[config.mk]
export PLATFORM = sky130hd
export DESIGN_NAME = booth_wallace_seq
export DESIGN_NICKNAME = d
export VERILOG_FILES = /design/src/rtl/booth_wallace_seq.sv
export SDC_FILE = /design/constraint.sdc
export NUM_CORES = 1
export LEC_CHECK = 0
export CORE_ASPECT_RATIO = 0.8
export CORE_MARGIN = 5
export CORE_UTILIZATION = 37
export CTS_CLUSTER_DIAMETER = 200
export DETAILED_ROUTE_END_ITERATION = 12
export GPL_TIMING_DRIVEN = 0
export MAX_ROUTING_LAYER = met4
export PLACE_DENSITY = 0.52
export SLEW_MARGIN = 20
export SYNTH_ARGS = -nofsm -noshare
export SYNTH_HDL_FRONTEND = slang
export SYNTH_SLANG_ARGS = --single-unit
[constraint.sdc]
create_clock -name clk -period 16.75 [get_ports clk]
set_clock_uncertainty 0.05 [all_clocks]
set_input_delay 3.35 -clock clk [delete_from_list [all_inputs] [get_ports clk]]
set_output_delay 3.35 -clock clk [all_outputs]
set_load 0.05 [all_outputs]
[src/rtl/booth_wallace_seq.sv]
// Sequential signed multiplier: radix-4 Booth partial products summed five per cycle
// into a running accumulator through a 6-operand Wallace CSA tree with a final CPA.
module booth_wallace_seq #(
  parameter int WIDTH = 8
) (
  input  logic                 clk,
  input  logic                 rst,
  input  logic                 in_valid,
  output logic                 in_ready,
  input  logic [WIDTH-1:0]     in_a,
  input  logic [WIDTH-1:0]     in_b,
  output logic                 out_valid,
  input  logic                 out_ready,
  output logic [2*WIDTH-1:0]   out_product
);
  localparam int W2  = 2 * WIDTH;
  localparam int P   = WIDTH / 2;
  localparam int C   = (P + 4) / 5;
  localparam int NPP = 5 * C;
  localparam int CW  = $clog2(C + 1);
  localparam logic [CW-1:0] LAST = CW'(C - 1);

  // Handshakes: a transfer happens on the rising edge where valid && ready are both high.
  typedef enum logic [1:0] {IDLE = 2'd0, ACCUM = 2'd1, DONE = 2'd2} state_t;

  state_t          state, state_next;
  logic [WIDTH-1:0] a_reg, b_reg;
  logic [W2-1:0]   acc;
  logic [CW-1:0]   cnt;
  logic [W2-1:0]   a_ext;
  logic [WIDTH:0]  b_ext;
  logic [W2-1:0]   pp_all [NPP];
  logic [W2-1:0]   grp [5];
  logic [W2-1:0]   s1, c1, s2, c2, s3, c3, s4, c4, sum;

  function automatic logic [W2-1:0] booth_sel(input logic [W2-1:0] a, input logic [2:0] bits);
    case (bits)
      3'b001, 3'b010: booth_sel = a;
      3'b011:         booth_sel = a << 1;
      3'b100:         booth_sel = -(a << 1);
      3'b101, 3'b110: booth_sel = -a;
      default:        booth_sel = '0;
    endcase
  endfunction

  function automatic logic [W2-1:0] maj(input logic [W2-1:0] x, y, z);
    maj = ((x & y) | (x & z) | (y & z)) << 1;
  endfunction

  assign a_ext = {{WIDTH{a_reg[WIDTH-1]}}, a_reg};
  assign b_ext = {b_reg, 1'b0};

  always_comb begin
    for (int i = 0; i < NPP; i++) pp_all[i] = '0;
    for (int i = 0; i < P; i++) pp_all[i] = booth_sel(a_ext, b_ext[2*i +: 3]) << (2 * i);
  end

  // Digits beyond the last real one read as zero, so a short final group just adds nothing.
  always_comb begin
    for (int j = 0; j < 5; j++) begin
      grp[j] = '0;
      if (5 * int'(cnt) + j < NPP) grp[j] = pp_all[5 * int'(cnt) + j];
    end
  end

  // Wallace reduction 6 -> 4 -> 3 -> 2, then one carry-propagate add.
  always_comb begin
    s1  = acc ^ grp[0] ^ grp[1];
    c1  = maj(acc, grp[0], grp[1]);
    s2  = grp[2] ^ grp[3] ^ grp[4];
    c2  = maj(grp[2], grp[3], grp[4]);
    s3  = s1 ^ c1 ^ s2;
    c3  = maj(s1, c1, s2);
    s4  = s3 ^ c3 ^ c2;
    c4  = maj(s3, c3, c2);
    sum = s4 + c4;
  end

  always_ff @(posedge clk) begin
    if (rst) state <= IDLE;
    else     state <= state_next;
  end

  always_comb begin
    state_next = state;
    case (state)
      IDLE:    if (in_valid) state_next = ACCUM;
      ACCUM:   if (cnt == LAST) state_next = DONE;
      DONE:    if (out_ready) state_next = IDLE;
      default: state_next = IDLE;
    endcase
  end

  always_ff @(posedge clk) begin
    if (rst) begin
      a_reg       <= '0;
      b_reg       <= '0;
      acc         <= '0;
      cnt         <= '0;
      out_product <= '0;
    end else begin
      case (state)
        IDLE: if (in_valid) begin
          a_reg <= in_a;
          b_reg <= in_b;
          acc   <= '0;
          cnt   <= '0;
        end
        ACCUM: begin
          acc <= sum;
          cnt <= cnt + 1'b1;
          if (cnt == LAST) out_product <= sum;
        end
        default: ;
      endcase
    end
  end

  assign in_ready  = (state == IDLE) && !rst;
  assign out_valid = (state == DONE);
endmodule
==> summary.md, run 1 <==
| Metric | Value |
|---|---|
| Worst skew pair latency | `310 ps` |
| Post-CTS Resized | `0` |
| Share of layout cells above drive strength 1 | `0.0424` |
| GR Util All Layers | `0.228` |
| Post-synth top cells | `nand2_1 (139), a21oi_1 (84), inv_1 (77)` |
| Setup CP Type | `in2out` |
| Post-synth EDFFs | `0` |
| Avg Vias per Cell | `5.37` |
| RSZ-0062 raised after global routing | `no` |
| VDD IR-drop max | `62.5 uV` |
| Total Wirelength | `19,900 um` |
| Rows | `41` |
| Top flop regs | `acc (16), out_product (16)` |
| DR WL/cell | `18.7 um` |
| Post-synthesis register bit count | `51` |
| Worst endpoint required time | `13,350 ps` |
| Num ports | `38` |
| Slew margin rel. | `0.227` |
| Antenna violations before repair | `0` |
| CTS tree | `yes` |
| Util after Layout | `0.429` |
| Final Cell Area | `6690 um^2` |
| Part of the cycle the worst path needs | `0.528` |
| Clock-pin slew on the worst setup and hold paths | `80 ps` |
| Max-slew violations | `0` |
| Hold-fix buffers, CTS | `0` |
| Critical path arrival | `5450 ps` |
| Die area | `18,400 um^2` |
| Initial Utilization | `0.373` |
| F_max | `113 MHz` |
| DRC violations left | `0` |
| Ranking of synthesized cells by area | `fa_1 (19%), dfxtp_1 (18%), nand2_1 (9.0%), a21oi_1 (7.2%), inv_1 (5.0%)` |
| Synth-to-layout area growth | `14.9%` |
| Grt ovf | `0` |
| Drt first pass iters | `5` |
| Placed inst area | `6540 um^2` |
| Root buf cell | `clkbuf_16` |
| Port Buf Inserts | `37` |
| CP max FO | `10` |
| FILL cells | `1,682` |
| Dpl hpwl | `16,500 um` |
| Htree depth | `2` |
| Chip Width | `150 um` |
| Ys Warns | `0` |
| CP endpoint kind | `output pin` |
| Setup violators final | `0` |
| Startpoint Class | `input port` |
| Synthesized cell area | `5820 um^2` |
| Power Density | `111 nW/um^2` |
| Unique cell type count in the Yosys netlist | `63` |
| Iter 0 DRT Violations | `525` |
| Dominant cell type by area after synthesis | `fa_1` |
| Post CTS Setup Buffer Count | `0` |
| Ant diodes | `0` |
| Final Hold Fails | `0` |
| Post-synth ARST share | `0` |
| Gpl congestion | `1.01` |
| Remaining antenna violation count after routing | `0` |
| # Max-Cap Violations | `0` |
| Setup TNS | `0 ps` |
| Top-area cell type share of the netlist area | `0.189` |
| Routed via count | `5,713` |
| Run status | `completed` |
| Post-layout minimum cycle time | `8850 ps` |
| Hold WC Path Type | `reg2reg` |
| Ys flop type | `dfxtp_1` |
| Placeable Area | `15,600 um^2` |
| Leakage | `2.62 nW` |
| First-pass GRT wire length | `30,400 um` |
| Vias in the first global route | `5,216` |
| Top-count cell post-synth | `nand2_1` |
| CTS Buffer Depth | `2` |
| Die height | `122 um` |
| Cts bufs inserted | `5` |
| Mean Syn Cell Area | `7.44 um^2` |
| Slew @ Worst Pin | `1150 ps` |
| Total clock sinks | `51` |
| Syn Inst Count | `783` |
| Layout Nets | `943` |
| Post-synthesis sequential area ratio | `0.175` |
| Largest net degree at the start of global routing | `18` |
==> per-layer routing <==
| layer | global-route usage | vias to the layer above | part of all wire |
|---|---|---|---|
| li1 | - | 2718 | - |
| met1 | 0.349 | 2805 | 0.51 |
| met2 | 0.313 | 175 | 0.41 |
| met3 | 0.0398 | 15 | 0.062 |
| met4 | 0.0417 | 0 | 0.012 |
| met5 | - | - | 0 |
==> path summary, 6_finish.rpt <==
path / from / to / slack [ps] / cells after the start
setup / recovery: rst / in_ready / 7900 / 5
hold reg to reg: out_product[2] / out_product[2] / 410 / 2
setup reg to reg: a_reg[0] / out_product[14] / 10040 / 21
hold / removal: out_product[2] / out_product[2] / 410 / 2
==> per-stage QoR <==
step	power, mW	setup WS, ps	hold WS (ps)	instances
2_1_floorplan	0.498	8560	398	804
3_3_place_gp	0.621	7870	397	1056
3_5_place_dp	0.627	7840	400	1056
4_1_cts	0.743	7840	413	1064
5_1_grt	0.804	7750	437	1064
6_report	0.740	7900	410	1064
==> critical path, cell delays in order <==
cell,delay [ps]
clkdlybuf4s50_1,470
clkbuf_1,320
clkbuf_1,500
nor3_1,90
clkdlybuf4s50_1,720
==> cells in the final DEF (no fill, tap or decap), drive strengths merged, types with 12 or more instances in the layout <==
master,netlist,routed
nor3,14,14
clkbuf,45,50
nand2,139,139
o21ai,36,36
a21oi,87,87
clkdlybuf4s50,0,37
buf,13,13
dfxtp,51,51
nand3,23,23
inv,78,80
fa,55,55
conb,2,23
o211ai,12,12
xnor2,20,20
nor2,54,54
ha,20,20
==> where the power goes <==
group	switching, mW	total [mW]	internal [mW]
Sequential	0.0145	0.155	0.140
Clock	0.0547	0.111	0.0565
Combinational	0.297	0.474	0.177
==> layout make-up <==
class | instances | area [um^2] | area share
inverters | 79 | 297 | 0.0443
well taps | 215 | 269 | 0.0402
plain buffers | 58 | 233 | 0.0348
clock buffers | 5 | 125 | 0.0187
multi-input cells | 616 | 4350 | 0.651
clock inverters | 3 | 22.5 | 0.00337
flip-flops and latches | 51 | 1020 | 0.153
repair buffers | 37 | 370 | 0.0554
==> kinds of logic after synthesis <==
group / Yosys count / synth area share
xor+xnor: 27 / 0.0430
simple gates: 276 / 0.213
fa+ha+maj: 76 / 0.234
mux: 16 / 0.0290
flops: 51 / 0.175
other cells: 2 / 0.00129
buf+inv: 137 / 0.0909
compound gates: 198 / 0.214
Power figures use the tool's default switching activity.
==> run 2: changes to the inputs <==
Clock period 16.75 ns to 8.95 ns, I/O delays scaled along.
==> results of run 2 <==
Same layout as run 1 (identical final DEF). Status: completed.
Main changes from that run: setup slack after placement 7840 ps -> 2370 ps; setup slack after layout 7900 ps -> 2240 ps; start point of the critical path rst -> a_reg[0]; end point of the critical path in_ready -> out_product[14]; register-to-register setup slack 10040 ps -> 2240 ps; total power 0.740 mW -> 1.38 mW; worst IR drop on VDD 62.5 uV -> 117 uV
